--- config.mk ---
export PLATFORM = sky130hd
export DESIGN_NAME = game_ctrl_flat
export DESIGN_NICKNAME = d
export VERILOG_FILES = /design/src/rtl/game_ctrl_if.sv /design/src/rtl/game_ctrl.sv /design/src/flat_wrapper.sv
export SDC_FILE = /design/constraint.sdc
export NUM_CORES = 1
export LEC_CHECK = 0
export BUFFER_PORTS_ARGS = -buffer_cell sky130_fd_sc_hd__buf_2
export CORE_MARGIN = 3
export CORE_UTILIZATION = 35
export DETAILED_ROUTE_END_ITERATION = 10
export PLACE_DENSITY_LB_ADDON = 0.08
export SETUP_SLACK_MARGIN = 0.15
export SYNTH_ARGS = -nofsm -noshare
export SYNTH_HDL_FRONTEND = slang
export SYNTH_SLANG_ARGS = --single-unit
--- constraint.sdc ---
create_clock -name clk -period 3.95 [get_ports clk]
set_input_delay 0.1975 -clock clk [delete_from_list [all_inputs] [get_ports clk]]
set_output_delay 0.1975 -clock clk [all_outputs]
set_load 0.05 [all_outputs]
--- src/rtl/game_ctrl_if.sv ---
// Signal bundle between the game controller and its surrounding datapath.
// The slave side is the controller; the master side drives buttons, ticks and scoring.
interface game_ctrl_if;
    logic       mode;
    logic       select;
    logic       tick;
    logic       score_ack;
    logic [2:0] exact;
    logic       code_load;
    logic       guess_en;
    logic       hist_wr;
    logic       score_req;
    logic [2:0] turn;
    logic       win;
    logic       lose;
    logic [2:0] state;

    modport master (
        output mode, select, tick, score_ack, exact,
        input  code_load, guess_en, hist_wr, score_req, turn, win, lose, state
    );

    modport slave (
        input  mode, select, tick, score_ack, exact,
        output code_load, guess_en, hist_wr, score_req, turn, win, lose, state
    );
endinterface

--- src/rtl/game_ctrl.sv ---
// Game sequencing FSM: loads a secret, collects guesses, requests scoring,
// and holds a WIN/LOSE result for a number of ticks before returning to idle.
module game_ctrl #(
    parameter int unsigned MAX_TURNS = 8,
    parameter int unsigned END_TICKS = 5
) (
    input  logic        clk,
    input  logic        reset,
    game_ctrl_if.slave  bus
);

    typedef enum logic [2:0] {
        StIdle   = 3'd0,
        StLoad   = 3'd1,
        StEntry  = 3'd2,
        StSubmit = 3'd3,
        StScore  = 3'd4,
        StWin    = 3'd5,
        StLose   = 3'd6
    } state_e;

    localparam logic [2:0] LastTurn = 3'(MAX_TURNS - 1);
    localparam logic [3:0] EndCount = 4'(END_TICKS);

    state_e     state_q;
    logic [2:0] turn_q;
    logic [3:0] end_cnt_q;
    logic       code_load_q;
    logic       hist_wr_q;
    logic       score_req_q;
    logic       win_q;
    logic       lose_q;

    logic       hit;
    logic [3:0] end_cnt_inc;

    // Exact counts 5..7 are out of range and count as a full match.
    assign hit         = (bus.exact >= 3'd4);
    assign end_cnt_inc = end_cnt_q + 4'd1;

    // State, turn, end counter and registered outputs, all set for the state being entered.
    always_ff @(posedge clk) begin
        if (reset) begin
            state_q     <= StIdle;
            turn_q      <= 3'd0;
            end_cnt_q   <= 4'd0;
            code_load_q <= 1'b0;
            hist_wr_q   <= 1'b0;
            score_req_q <= 1'b0;
            win_q       <= 1'b0;
            lose_q      <= 1'b0;
        end else begin
            code_load_q <= 1'b0;
            hist_wr_q   <= 1'b0;
            unique case (state_q)
                StIdle: begin
                    turn_q    <= 3'd0;
                    end_cnt_q <= 4'd0;
                    if (bus.select) begin
                        state_q     <= StLoad;
                        code_load_q <= 1'b1;
                    end
                end
                StLoad: begin
                    turn_q  <= 3'd0;
                    state_q <= StEntry;
                end
                StEntry: begin
                    if (bus.select && !bus.mode) begin
                        state_q   <= StSubmit;
                        hist_wr_q <= 1'b1;
                    end
                end
                StSubmit: begin
                    state_q     <= StScore;
                    score_req_q <= 1'b1;
                end
                StScore: begin
                    if (bus.score_ack) begin
                        score_req_q <= 1'b0;
                        end_cnt_q   <= 4'd0;
                        if (hit) begin
                            state_q <= StWin;
                            win_q   <= 1'b1;
                        end else if (turn_q == LastTurn) begin
                            state_q <= StLose;
                            lose_q  <= 1'b1;
                        end else begin
                            turn_q  <= turn_q + 3'd1;
                            state_q <= StEntry;
                        end
                    end
                end
                StWin, StLose: begin
                    // Select wins over a simultaneous tick; either way the counter is cleared.
                    if (bus.select || (bus.tick && end_cnt_inc == EndCount)) begin
                        state_q   <= StIdle;
                        turn_q    <= 3'd0;
                        end_cnt_q <= 4'd0;
                        win_q     <= 1'b0;
                        lose_q    <= 1'b0;
                    end else if (bus.tick) begin
                        end_cnt_q <= end_cnt_inc;
                    end
                end
                default: begin
                    state_q     <= StIdle;
                    turn_q      <= 3'd0;
                    end_cnt_q   <= 4'd0;
                    score_req_q <= 1'b0;
                    win_q       <= 1'b0;
                    lose_q      <= 1'b0;
                end
            endcase
        end
    end

    // Guess entry follows mode live while in ENTRY; everything else is registered.
    assign bus.guess_en  = (state_q == StEntry) && !bus.mode;
    assign bus.code_load = code_load_q;
    assign bus.hist_wr   = hist_wr_q;
    assign bus.score_req = score_req_q;
    assign bus.turn      = turn_q;
    assign bus.win       = win_q;
    assign bus.lose      = lose_q;
    assign bus.state     = state_q;

endmodule
--- src/flat_wrapper.sv ---
// flat-port wrapper written by rule: the top's interface ports become plain ports
module game_ctrl_flat 
#(
    parameter int unsigned MAX_TURNS = 8,
    parameter int unsigned END_TICKS = 5
)
  (clk, reset, bus_mode, bus_select, bus_tick, bus_score_ack, bus_exact, bus_code_load, bus_guess_en, bus_hist_wr, bus_score_req, bus_turn, bus_win, bus_lose, bus_state);
  game_ctrl_if bus_i ();
  input  logic clk;
  input  logic reset;
  input wire logic [$bits(bus_i.mode)-1:0] bus_mode;
  input wire logic [$bits(bus_i.select)-1:0] bus_select;
  input wire logic [$bits(bus_i.tick)-1:0] bus_tick;
  input wire logic [$bits(bus_i.score_ack)-1:0] bus_score_ack;
  input wire logic [$bits(bus_i.exact)-1:0] bus_exact;
  output wire logic [$bits(bus_i.code_load)-1:0] bus_code_load;
  output wire logic [$bits(bus_i.guess_en)-1:0] bus_guess_en;
  output wire logic [$bits(bus_i.hist_wr)-1:0] bus_hist_wr;
  output wire logic [$bits(bus_i.score_req)-1:0] bus_score_req;
  output wire logic [$bits(bus_i.turn)-1:0] bus_turn;
  output wire logic [$bits(bus_i.win)-1:0] bus_win;
  output wire logic [$bits(bus_i.lose)-1:0] bus_lose;
  output wire logic [$bits(bus_i.state)-1:0] bus_state;
  assign bus_i.mode = bus_mode;
  assign bus_i.select = bus_select;
  assign bus_i.tick = bus_tick;
  assign bus_i.score_ack = bus_score_ack;
  assign bus_i.exact = bus_exact;
  assign bus_code_load = bus_i.code_load;
  assign bus_guess_en = bus_i.guess_en;
  assign bus_hist_wr = bus_i.hist_wr;
  assign bus_score_req = bus_i.score_req;
  assign bus_turn = bus_i.turn;
  assign bus_win = bus_i.win;
  assign bus_lose = bus_i.lose;
  assign bus_state = bus_i.state;
  game_ctrl #(.MAX_TURNS(MAX_TURNS), .END_TICKS(END_TICKS)) u_core (.clk(clk), .reset(reset), .bus(bus_i));
endmodule
* Yosys cells after proc, flatten, opt, wreduce, memory -nomap -nowiden *
Index checks and enable logic that the tools add are counted.

word-level totals
  register bits = 15
  output and inout bits = 12
  logic and storage cells = 80

operators by class
  $add $sub $neg = 2
  $lt $le $gt $ge = 1
  equal/unequal tests = 17
  muxes and demuxes = 27
  bitwise operators = 6
  reduce and logical (&&, ||, !) cells = 19

operators with widths
  operator                                                                 count
  3-bit two-way mux                                                        9
  3-bit case mux with 6 select lines                                       1
  3-bit equality test, second input constant                               4
  4-bit two-way mux                                                        3
  4-bit case mux with 3 select lines                                       1
  5-bit AND reduction                                                      2
  1-bit two-way mux                                                        9
  1-bit case mux with 3 select lines                                       3
  3-bit case mux with 3 select lines                                       1
  2-bit by 1-bit inequality test with 1-bit output, second input constant  4
  2-bit inequality test, second input constant                             4
  4-bit AND reduction                                                      2
  2-bit OR reduction                                                       4
  3-bit by 2-bit equality test with 1-bit output, second input constant    2
  1-bit inverter                                                           6
  5-bit OR reduction                                                       1
  4-bit by 1-bit adder with 4-bit output, second input constant            1
  4-bit by 3-bit equality test with 1-bit output, second input constant    1
  4-bit OR reduction                                                       1
  3-bit by 1-bit adder with 3-bit output, second input constant            1
  3-bit by 1-bit equality test with 1-bit output, second input constant    1
  3-bit >= comparator, second input constant                               1
  1-bit logical AND                                                        3
  3-bit zero test                                                          1
  other kinds (6)                                                          6

* Logic depth before layout (Yosys ltp) *
Gate-level depths: netlist of the first run.

  depth in word-level cells = 6
  depth in mapped cells = 7

* Worst setup path before layout of the first run *
No wires, ideal clock.

  path type = register to register
  start = reg u_core.state_q[1] (netlist: u_core.bus.state[1])
  end = reg u_core.hist_wr_q (netlist: u_core.bus.hist_wr)
  library setup time = 0.068 ns
  data arrival time = 2.916 ns
  required time = 3.882 ns
  slack = 0.966 ns
  cell stages (with the launch flop) = 5
  buffers on the path = 1
  period minus slack after synthesis = 2.984 ns
  cell sequence = dfxtp_1 > buf_2 > inv_1 > nor4_1 > and3b_1

on the way
  word-level cells in the longest chain between the ends = 3

RTL lines
  element                                         RTL line         RTL
  from (decl)                                     game_ctrl.sv:25  state_e state_q;
  from (signal assigned)                          game_ctrl.sv:44  state_q <= StIdle;
  from (signal assigned)                          game_ctrl.sv:60  state_q <= StLoad;
  from (signal assigned)                          game_ctrl.sv:66  state_q <= StEntry;
  3-bit by 2-bit equality test with 1-bit output  game_ctrl.sv:55  unique case (state_q)
  1-bit inverter (no line)                        n/a
  2-bit OR reduction (no line)                    n/a
  to (signal assigned)                            game_ctrl.sv:48  hist_wr_q <= 1'b0;
  to (signal assigned)                            game_ctrl.sv:54  hist_wr_q <= 1'b0;
  to (signal assigned)                            game_ctrl.sv:71  hist_wr_q <= 1'b1;
  to (decl)                                       game_ctrl.sv:29  logic hist_wr_q;

Every way passes these cells.
A chain may end at the register's enable or synchronous reset.

* Final worst setup path of the first run *
  start = reg u_core.state_q[1] (netlist: u_core.bus.state[1])
  end = out bus_guess_en

on the way
  word-level cells in the longest chain between the ends = 2

RTL lines
  element                                         RTL line            RTL
  3-bit by 2-bit equality test with 1-bit output  game_ctrl.sv:119    assign bus.guess_en = (state_q == StEntry) && !bus.mode;
  1-bit logical AND                               game_ctrl.sv:119
  to (decl)                                       flat_wrapper.sv:17  output wire logic [$bits(bus_i.guess_en)-1:0] bus_guess_en;

Every way passes these cells.

==> reports/results.txt, run 1 <==
Main flop type after synthesis: dfxtp_1
Total of cells resized after clock tree synthesis: 0
Arrival time of data at the critical path endpoint: 1.76 ns
Flops & latches, synth: 15
Delay of the slowest critical-path stage: 0.62 ns
Via total after detailed routing: 812
Fin. Hold Viols: 0
GRT Residual Overflow: 0
Critical Path End Type: output pin
Antenna cell count: 0
Cell count after synthesis: 106
Net Count, Synth: 119
Total Nets Final: 136
GPL Wtd Cong: 0.699
DRC violations left: 0
Startpoint of the lowest-slack register-to-register path: u_core.bus.state[0]$_SDFFE_PP0P_
Yosys synthesis warning count: 0
Area of the core: 0.00232 mm^2
Number of setup violations in the final report: 0
Startpoint type of the worst setup path: flip-flop
Global router's overall resource usage: 13.9%
Proportion of netlist area held by the largest area contributor: 33.8%
Die Ht: 56.4 um
Power density over cell area: 307 mW/mm^2
Clock tree from TritonCTS: yes
Largest delay share family, worst path: flip-flops
Async set or reset register ratio after synthesis: 0%
Path type of the worst min-delay path: primary input to flip-flop
Final sum of negative setup slack: 0 ns
LEAKAGE: 0.419 nW
Die extent in x: 56.4 um
Share of the yosys chip area belonging to registers: 33.8%
Placed wire-length estimate after detailed placement: 1470 um
Master cell of the clock root buffer: clkbuf_4
Outcome: completed
Number of antenna-violating nets in the routed design: 0
RSZ-0062 raised after global routing: false
Number of violations of the max-capacitance limit: 0
Worst-Margin Slew: 0.697 ns
Final core occ: 43.6%
Maximum count of clock buffers along a single path: 2
Htree depth: 1
Clock latency at the later pin of the worst-skew pair: 0.28 ns
Max Clk Rate: 511 MHz
Number of clock buffers inserted by TritonCTS: 3
Detail-routed net length per standard cell: 13.2 um
WS Path Type: flip-flop to output pin
Worst vdd rail ir drop: 0.178 mV
Vias per Instance: 5.41
Clock skew: 0.00130 ns
Top fanout value on the critical path: 15
Critical hold path startpoint: bus_score_ack
Area of the die: 0.00318 mm^2
Total Routed Length: 1980 um
Max-slew violations: 0
Post-CTS setup buffer count: 0
Clock sinks: 15
Clock Pin Slew Worst Setup and Hold Paths: 0.09 ns
Number of detailed-routing iterations run before antenna repair: 3
Number of buffers inserted for hold repair after clock tree synthesis: 0
Post-synth design cell area: 890 um^2
Tot Pwr: 0.310 mW
Worst setup startpoint: u_core.bus.state[1]$_SDFFE_PP0P_
Normalized max-slew margin: 53.4%
EDFF count, synth: 0
Final critical path time including I/O delays and setup: 1.96 ns
Average size of a mapped cell: 8.39 um^2
Cell with the largest stage delay on the worst path: dfxtp_1
Initial standard-cell utilization of the core: 38.4%
Maximum number of pins on one net before global-route repair: 17
Critical path required time: 3.75 ns
First-pass GRT wire length: 3510 um
Number of global-route vias before repair: 784
Fraction of final layout cells with drive strength greater than 1: 20.5%
Period Utilization, post-route: 49.5%
# rows: 17
Post-synth cell types: 41
Initial antenna violation count: 0
Number of top-level design ports: 21
Area post-placement: 985 um^2
Largest cells by area after synthesis: dfxtp_1 (34%), ha_1 (5.6%), nand2_1 (4.2%)
Final hold slack: 0.203 ns
Buffers added on ports: 18
Final Instance Area: 0.00101 mm^2
Critical path buffer and inverter count: 2
Area Growth Syn to Fin: 13.6%
Cell-by-cell listing of the critical path: inv_1 > nor4_1 > buf_2
Cell type with the highest aggregate area in the netlist: dfxtp_1
Drt initial violations: 17
[logic make-up (layout without fill, tap and decap cells)]
family | count (synthesis) | after routing | share of synthesized area (%)
and+or+nand+nor | 48 | 48 | 32.6
AOI/OAI and AO/OA | 25 | 25 | 19.6
DFF | 15 | 15 | 33.8
buffers and inverters | 11 | 27 | 5.49
adders and majority gates | 4 | 4 | 5.63
xor gates and xnor gates | 3 | 3 | 2.95
[routing by layer]
layer | part of all wire, % | track usage, % | routed length (um) | vias up
li1 | - | - | - | 430
met1 | 47 | 17.1 | 931 | 368
met2 | 48 | 23.0 | 948 | 12
met3 | 4.0 | 4.60 | 80 | 2
met4 | 1.0 | 4.07 | 20 | 0
met5 | 0 | 0 | 0 | -
[state kept, by name (all words and copies together), names as in the netlist]
name	flops
u_core.bus.lose	1
u_core.bus.score_req	1
u_core.bus.hist_wr	1
u_core.end_cnt_q	4
u_core.bus.turn	3
u_core.bus.state	3
u_core.bus.code_load	1
u_core.bus.win	1
[power breakdown]
| group | switching, mW | internal, mW | leakage (nW) | total [mW] |
|---|---|---|---|---|
| Clock | 0.0482 | 0.0391 | 0.0150 | 0.0873 |
| Combinational | 0.0386 | 0.0207 | 0.283 | 0.0593 |
| Sequential | 0.00870 | 0.155 | 0.121 | 0.163 |
| Total | 0.0955 | 0.215 | 0.419 | 0.310 |
[stage by stage]
step	instances	setup WS, ns
finish	150	1.99
CTS	150	1.97
global route	150	1.79
floorplan	106	0.966
global placement	146	2.00
detailed placement	146	1.98
[cell usage in the layout, fill, tap and decap left out, types with 2 or more instances in the layout]
master / instances
clkbuf_4: 3
nand3_1: 4
or4_1: 3
dfxtp_1: 15
a21oi_1: 7
nor2b_1: 4
ha_1: 4
nor4_1: 3
nand4_1: 2
o22ai_1: 2
nand2_1: 10
nor3_1: 3
o31ai_1: 3
nor2_1: 6
o21ai_0: 3
a31oi_1: 2
nor4b_1: 2
inv_1: 5
buf_2: 18
xnor2_1: 3
[final timing paths]
check | slack [ns] | to | depth (start not counted)
setup / recovery | 1.99 | bus_guess_en | 3
hold / removal | 0.20 | u_core.bus.win$_SDFFE_PP0P_ | 3
setup reg to reg | 2.01 | u_core.bus.turn[0]$_SDFFE_PP0P_ | 5
hold reg to reg | 0.48 | u_core.bus.lose$_SDFFE_PP0P_ | 2
[worst reg2reg max path: cells and delay by family, from the launching register on]
kind / cells / cell delay (ns)
flops: 1 / 0.64
simple gates: 3 / 0.98
compound gates: 2 / 0.26
[cells in the mapped netlist (2+ instances only)]
master and number:
dfxtp_1 15, nand2_1 10, a21oi_1 7, nor2_1 6
inv_1 5, ha_1 4, nand3_1 4, nor2b_1 4
nor3_1 3, nor4_1 3, o21ai_0 3, o31ai_1 3
or4_1 3, xnor2_1 3, a31oi_1 2, buf_2 2
clkbuf_1 2, nand4_1 2, nor4b_1 2, o22ai_1 2
[final cells by class]
class,instances,area [um^2]
clock buffer,4,26.3
fill,232,1310
inverter,5,18.8
multi-input combinational,80,541
sequential,15,300
tap,28,35.0
timing repair buffer,18,90.1
(Power assumes the default switching activity.)
==> inputs of run 2 (changes only) <==
==> constraint.sdc (replaced) <==
create_clock -name clk -period 1.6 [get_ports clk]
set_input_delay 0.08 -clock clk [delete_from_list [all_inputs] [get_ports clk]]
set_output_delay 0.08 -clock clk [all_outputs]
set_load 0.05 [all_outputs]
==> run 2 against run 1 <==
  * The flow now finishes with violations (negative setup slack)
  * Cell count rose by 21%
  * Final area rose by 48%
  * Sequential share of layout area fell by 7.6 points
  * Core utilization rose by 21 points
  * Sequential power rose by 140%
  * Non-clock buffer count rose by 31
  * Via count rose by 23%
  * Clock skew rose by 0.0023 ns
  * Combinational power rose to 4.5 times the previous value
==> reports/results.txt, run 2 (synthesis results as in run 1) <==
Number of top-level design ports: 21 (unchanged)
Htree depth: 1 (unchanged)
Number of detailed-routing iterations run before antenna repair: 4 (+1)
Number of setup violations in the final report: 8 (+8)
Total Routed Length: 2850 um (+44%)
Number of violations of the max-capacitance limit: 0 (unchanged)
First-pass GRT wire length: 4280 um (+22%)
Die Ht: 56.4 um (unchanged)
DRC violations left: 0 (unchanged)
Antenna cell count: 0 (unchanged)
Number of antenna-violating nets in the routed design: 0 (unchanged)
Critical Path End Type: flip-flop
Top fanout value on the critical path: 7 (-8)
Drt initial violations: 14 (-3)
Cells after DPL: 161 (+10%)
Outcome: complete, but fails checks
Maximum count of clock buffers along a single path: 2 (unchanged)
Max Clk Rate: 571 MHz
Die extent in x: 56.4 um (unchanged)
Most used cells in the layout excluding fill and tap cells: buf_4 (24), buf_2 (17), nand2_1 (10), buf_6 (8), dfxtp_4 (8)
Global router's overall resource usage: 17.0% (+3.1 points)
Critical path required time: 1.81 ns (-1.94 ns)
Number of clock buffers inserted by TritonCTS: 3 (unchanged)
Most frequent CP cell: buf_6
Clock sinks: 15 (unchanged)
Worst-Margin Slew: 0.446 ns (-0.250 ns)
GRT Residual Overflow: 0 (unchanged)
Worst vdd rail ir drop: 0.468 mV (+160%)
LEAKAGE: 0.628 nW (+50%)
Placed wire-length estimate after detailed placement: 1840 um (+26%)
Clock Pin Slew Worst Setup and Hold Paths: 0.10 ns (about the same)
Number of non-filler instances in the completed layout: 181 (+21%)
WS Path Type: flip-flop to flip-flop
Worst setup startpoint: u_core.bus.state[0]$_SDFFE_PP0P_
Initial antenna violation count: 0 (unchanged)
Via total after detailed routing: 1001 (+23%)
Startpoint of the lowest-slack register-to-register path: u_core.bus.state[0]$_SDFFE_PP0P_
# rows: 17 (unchanged)
Area Growth Syn to Fin: 68.6%
Arrival time of data at the critical path endpoint: 1.96 ns (+0.20 ns)
Period Utilization, post-route: 109%
Fin. Hold Viols: 0 (unchanged)
Initial standard-cell utilization of the core: 38.4% (unchanged)
Path type of the worst min-delay path: primary input to flip-flop
Violated checks: negative setup slack
Commonest non-fill, non-tap cell in the layout: buf_4
Total Nets Final: 167 (+23%)
Final hold slack: 0.117 ns (-0.0860 ns)
Startpoint type of the worst setup path: flip-flop
Master cell of the clock root buffer: clkbuf_4
Clock tree from TritonCTS: yes
Critical hold path startpoint: bus_select
Cell-by-cell listing of the critical path: buf_6 > xnor2_2 > nor3b_2 > o31a_4 > buf_4 > buf_6 > buf_6 > nand4b_1 > a31oi_1
Normalized max-slew margin: 70.0% (+17 points)
Delay of the slowest critical-path stage: 0.38 ns (-0.24 ns)
Maximum number of pins on one net before global-route repair: 17 (unchanged)
Power density over cell area: 584 mW/mm^2 (+90%)
Cell with the largest stage delay on the worst path: dfxtp_4
Fraction of final layout cells with drive strength greater than 1: 56.9% (+36 points)
Critical path buffer and inverter count: 4 (+2)
Register with the most flip-flops: u_core.end_cnt_q
Buffers added on ports: 18 (unchanged)
Vias per Instance: 5.53 (+2.2%)
Clock skew: 0.00364 ns (+0.00235 ns)
Area of the core: 0.00232 mm^2 (unchanged)
Max-slew violations: 0 (unchanged)
Number of global-route vias before repair: 942 (+20%)
Detail-routed net length per standard cell: 15.7 um (+19%)
Final Worst Setup Slack: -0.151 ns (-2.15 ns)
GPL Wtd Cong: 0.821 (+17%)
Number of buffers inserted for hold repair after clock tree synthesis: 0 (unchanged)
Flip-flop count of the largest register, all copies and words added: 4 (unchanged)
Final sum of negative setup slack: -0.660 ns (-0.660 ns)
Area of the die: 0.00318 mm^2 (unchanged)
Final critical path time including I/O delays and setup: 1.75 ns
Clock latency at the later pin of the worst-skew pair: 0.29 ns (about the same)
Largest delay share family, worst path: buffers and inverters
RSZ-0062 raised after global routing: true
-- run 2: worst paths after layout --
check             depth (start not counted)                          endpoint  slack (ns)
setup / recovery                          9  u_core.end_cnt_q[2]$_SDFFE_PP0P_       -0.15
setup reg to reg                          9  u_core.end_cnt_q[2]$_SDFFE_PP0P_       -0.15
hold / removal                            3   u_core.bus.code_load$_SDFF_PP0_        0.12
hold reg to reg                           2      u_core.bus.lose$_SDFFE_PP0P_        0.48
-- run 2: routing by layer --
layer / vias to the layer above / share of wire, % / global-route usage, %
li1: 489 / - / -
met1: 475 / 41 / 19.2
met2: 29 / 52 / 29.5
met3: 8 / 4.2 / 4.60
met4: 0 / 2.7 / 7.46
met5: - / 0 / 0
-- run 2: final cells by class --
type | count | area, um^2
clock buffers | 3 | 22.5
clock inverters | 1 | 5.00
fillers | 206 | 818
inverters | 5 | 18.8
multi-input cells | 80 | 732
flip-flops and latches | 15 | 332
well taps | 28 | 35.0
repair buffers | 49 | 355
-- run 2: per-stage QoR --
stage	power, mW	utilization [%]	worst slack (ns)	cell area [um^2]
6_report	0.876	64.7	-0.151	1500
5_1_grt	0.922	64.7	-0.222	1500
4_1_cts	0.854	58.9	-0.114	1370
3_5_place_dp	0.589	51.3	-0.102	1190
2_1_floorplan	0.528	-	-0.113	988
3_3_place_gp	0.586	51.3	-0.0694	1190
-- run 2: timing repair --
action,CTS,global route
setup endpoints to repair,13,13
gates resized for setup,19,18
pin swaps,7,9
setup buffers,7,9
-- run 2: report_power, final --
group          total [mW]  internal [mW]  switching, mW
Combinational       0.264          0.119          0.145
Sequential          0.386          0.373         0.0137
Clock               0.226         0.0930          0.133
Total               0.876          0.585          0.291
-- run 2: worst reg2reg max path, cell delays in order (launching register included) --
cell	delay, ns
dfxtp_4	0.38
buf_6	0.12
xnor2_2	0.13
nor3b_2	0.23
o31a_4	0.23
buf_4	0.12
buf_6	0.08
buf_6	0.09
nand4b_1	0.12
a31oi_1	0.17
==> inputs of run 3 (changes only) <==
==> constraint.sdc (replaced) <==
create_clock -name clk -period 2.2 [get_ports clk]
set_input_delay 0.11 -clock clk [delete_from_list [all_inputs] [get_ports clk]]
set_output_delay 0.11 -clock clk [all_outputs]
set_load 0.05 [all_outputs]
==> run 3 against run 2 <==
  * Global-route usage shrank 3.2 points
  * Flip-flop and latch count did not move
  * Core utilization is 19 points lower
  * Worst hold slack improved by 0.0049 ns
  * Final area down 30%
  * Die area did not move
  * Register-to-register slack improved by 0.43 ns
  * The flow now finishes without violations
  * Largest cell class unchanged
  * Clock skew down 0.0020 ns
  * Clock power down 30%
  * Combinational power fell by 55%
==> reports/results.txt, run 3 (synthesis results as in run 1) <==
Number of non-filler instances in the completed layout: 153 (-15%)
Commonest non-fill, non-tap cell in the layout: buf_2
Buffers added on ports: 18 (unchanged)
Placed wire-length estimate after detailed placement: 1530 um (-17%)
Area of the die: 0.00318 mm^2 (unchanged)
Post-CTS setup buffer count: 0 (-7)
Largest delay share family, worst path: simple AND/OR/NAND/NOR gates
Critical path buffer and inverter count: 0 (-4)
# rows: 17 (unchanged)
Clock network power share: 27.6% (+1.8 points)
Worst reg-to-reg setup slack: 0.28 ns (+0.43 ns)
Delay of the slowest critical-path stage: 0.63 ns (+0.25 ns)
RSZ-0062 raised after global routing: true
LEAKAGE: 0.437 nW (-30%)
Number of detailed-routing iterations run before antenna repair: 4 (unchanged)
First-pass GRT wire length: 3440 um (-20%)
Top fanout value on the critical path: 11 (+4)
Die extent in x: 56.4 um (unchanged)
Number of clock buffers inserted by TritonCTS: 3 (unchanged)
GPL Wtd Cong: 0.689 (-16%)
Logic pwr share: 21.1% (-9.0 points)
Global router's overall resource usage: 13.8% (-3.2 points)
Flip-flop count of the largest register, all copies and words added: 4 (unchanged)
Maximum number of pins on one net before global-route repair: 17 (unchanged)
Sw frac: 31.4% (-1.9 points)
Number of buffers inserted for hold repair after clock tree synthesis: 0 (unchanged)
Cell count of the worst reg-to-reg path: 5 (-4)
Htree depth: 1 (unchanged)
Fraction of power consumed by sequential logic: 51.3% (+7.2 points)
Worst-Margin Slew: 0.726 ns (+0.279 ns)
FF-to-FF End: u_core.bus.turn[0]$_SDFFE_PP0P_
Startpoint type of the worst setup path: flip-flop
Max Clk Rate: 520 MHz (-9.0%)
Power density over cell area: 540 mW/mm^2 (-7.6%)
Clock sinks: 15 (unchanged)
Filler Cell Count: 246 (+19%)
Register with the most flip-flops: u_core.end_cnt_q
Initial standard-cell utilization of the core: 38.4% (unchanged)
Area of the core: 0.00232 mm^2 (unchanged)
Detail-routed net length per standard cell: 13.5 um (-14%)
Final Instance Area: 0.00106 mm^2 (-30%)
Final sum of negative setup slack: 0 ns (+0.660 ns)
Maximum count of clock buffers along a single path: 2 (unchanged)
Cell with the largest stage delay on the worst path: dfxtp_1
GRT Residual Overflow: 0 (unchanged)
Most used cells in the layout excluding fill and tap cells: buf_2 (18), dfxtp_1 (15), nand2_1 (10), a21oi_1 (7), nor2_1 (6)
Period Utilization, post-route: 87.4% (-22 points)
DRC violations left: 0 (unchanged)
Outcome: completed
Clock tree from TritonCTS: yes
Fraction of final layout cells with drive strength greater than 1: 23.2% (-34 points)
Drt initial violations: 6 (-8)
Clock Pin Slew Worst Setup and Hold Paths: 0.09 ns (about the same)
Arrival time of data at the critical path endpoint: 2.14 ns (+0.18 ns)
Fin. Hold Viols: 0 (unchanged)
Area post-placement: 0.00102 mm^2 (-14%)
Cell-by-cell listing of the critical path: or3b_1 > o22ai_1 > or2_1 > or4_1 > a21oi_1
Critical hold path startpoint: bus_score_ack
Min-Delay Path Depth: 3 (unchanged)
Master cell of the clock root buffer: clkbuf_4
Number of antenna-violating nets in the routed design: 0 (unchanged)
Total Routed Length: 2070 um (-27%)
Cell internal pwr: 0.391 mW (-33%)
Critical path required time: 2.41 ns (+0.60 ns)
Final critical path time including I/O delays and setup: 1.92 ns (+0.173 ns)
Sequential standard cell area: 300 um^2 (-9.4%)
Area of combinational cells with multiple inputs: 564 um^2 (-23%)
Path type of the worst min-delay path: primary input to flip-flop
Number of setup violations in the final report: 0 (-8)
Die Ht: 56.4 um (unchanged)
Clock skew: 0.00160 ns (-0.00205 ns)
Number of top-level design ports: 21 (unchanged)
Total of cells resized after clock tree synthesis: 0 (-19)
Clock latency at the later pin of the worst-skew pair: 0.28 ns (about the same)
Critical Path End Type: flip-flop
Normalized max-slew margin: 51.2% (-19 points)
Antenna cell count: 0 (unchanged)
Area Growth Syn to Fin: 18.8%
Vias per Instance: 5.61 (+1.5%)
Via total after detailed routing: 859 (-14%)
Worst hold endpoint: u_core.bus.win$_SDFFE_PP0P_
Net switching power figure: 0.179 mW (-39%)
Number of violations of the max-capacitance limit: 0 (unchanged)
Initial antenna violation count: 0 (unchanged)
Total Nets Final: 139 (-17%)
Number of global-route vias before repair: 780 (-17%)
Worst vdd rail ir drop: 0.287 mV (-39%)
Startpoint of the lowest-slack register-to-register path: u_core.bus.state[0]$_SDFFE_PP0P_
WS Path Type: flip-flop to flip-flop
Cells after DPL: 149 (-7.5%)
Max-slew violations: 0 (unchanged)
run 3: worst max-delay path by stage:
| stage | startpoint | endpoint | cells past startpoint |
|---|---|---|---|
| after global routing | u_core.bus.state[0]$_SDFFE_PP0P_ | u_core.bus.turn[0]$_SDFFE_PP0P_ | 5 |
| final | u_core.bus.state[0]$_SDFFE_PP0P_ | u_core.bus.turn[0]$_SDFFE_PP0P_ | 5 |
| after CTS | u_core.bus.state[0]$_SDFFE_PP0P_ | u_core.end_cnt_q[2]$_SDFFE_PP0P_ | 4 |
| after global placement | u_core.bus.state[0]$_SDFFE_PP0P_ | u_core.bus.turn[0]$_SDFFE_PP0P_ | 5 |
| after floorplan | u_core.bus.state[1]$_SDFFE_PP0P_ | u_core.bus.hist_wr$_SDFF_PP0_ | 4 |
| after detailed placement | u_core.bus.state[0]$_SDFFE_PP0P_ | u_core.end_cnt_q[2]$_SDFFE_PP0P_ | 4 |
run 3: area by class of cell:
class | instances | area share (%)
clock buffers | 4 | 2.49
inverters | 5 | 1.78
multi-input cells | 80 | 53.4
flip-flops and latches | 15 | 28.4
well taps | 28 | 3.31
repair buffers | 21 | 10.7
run 3: worst reg2reg max path, stage by stage, from the launching register on:
cell and delay, ns:
dfxtp_1 0.63, or3b_1 0.30, o22ai_1 0.12, or2_1 0.26
or4_1 0.41, a21oi_1 0.14
run 3: stage by stage:
step	utilization [%]	hold slack (ns)	setup WS (ns)	total power, mW
2_1_floorplan	-	0.243	0.191	0.382
4_1_cts	45.2	0.0962	0.298	0.579
3_5_place_dp	44.1	0.400	0.316	0.418
6_report	45.6	0.122	0.276	0.571
5_1_grt	45.6	0.126	0.132	0.606
3_3_place_gp	44.1	0.399	0.307	0.417
run 3: power by group through the flow:
| stage | clock, mW | combinational (mW) | sequential (mW) |
|---|---|---|---|
| after floorplan | 0 | 0.0684 | 0.313 |
| after global placement | 0 | 0.119 | 0.297 |
| after detailed placement | 0 | 0.120 | 0.298 |
| after CTS | 0.167 | 0.121 | 0.291 |
| after global routing | 0.179 | 0.132 | 0.294 |
| final | 0.158 | 0.120 | 0.293 |
run 3: metal layers:
layer | global-route usage, % | wire length, um | vias to the layer above
li1 | - | - | 431
met1 | 17.3 | 972 | 408
met2 | 21.7 | 966 | 18
met3 | 3.45 | 106 | 2
met4 | 7.12 | 20 | 0
met5 | 0 | 0 | -
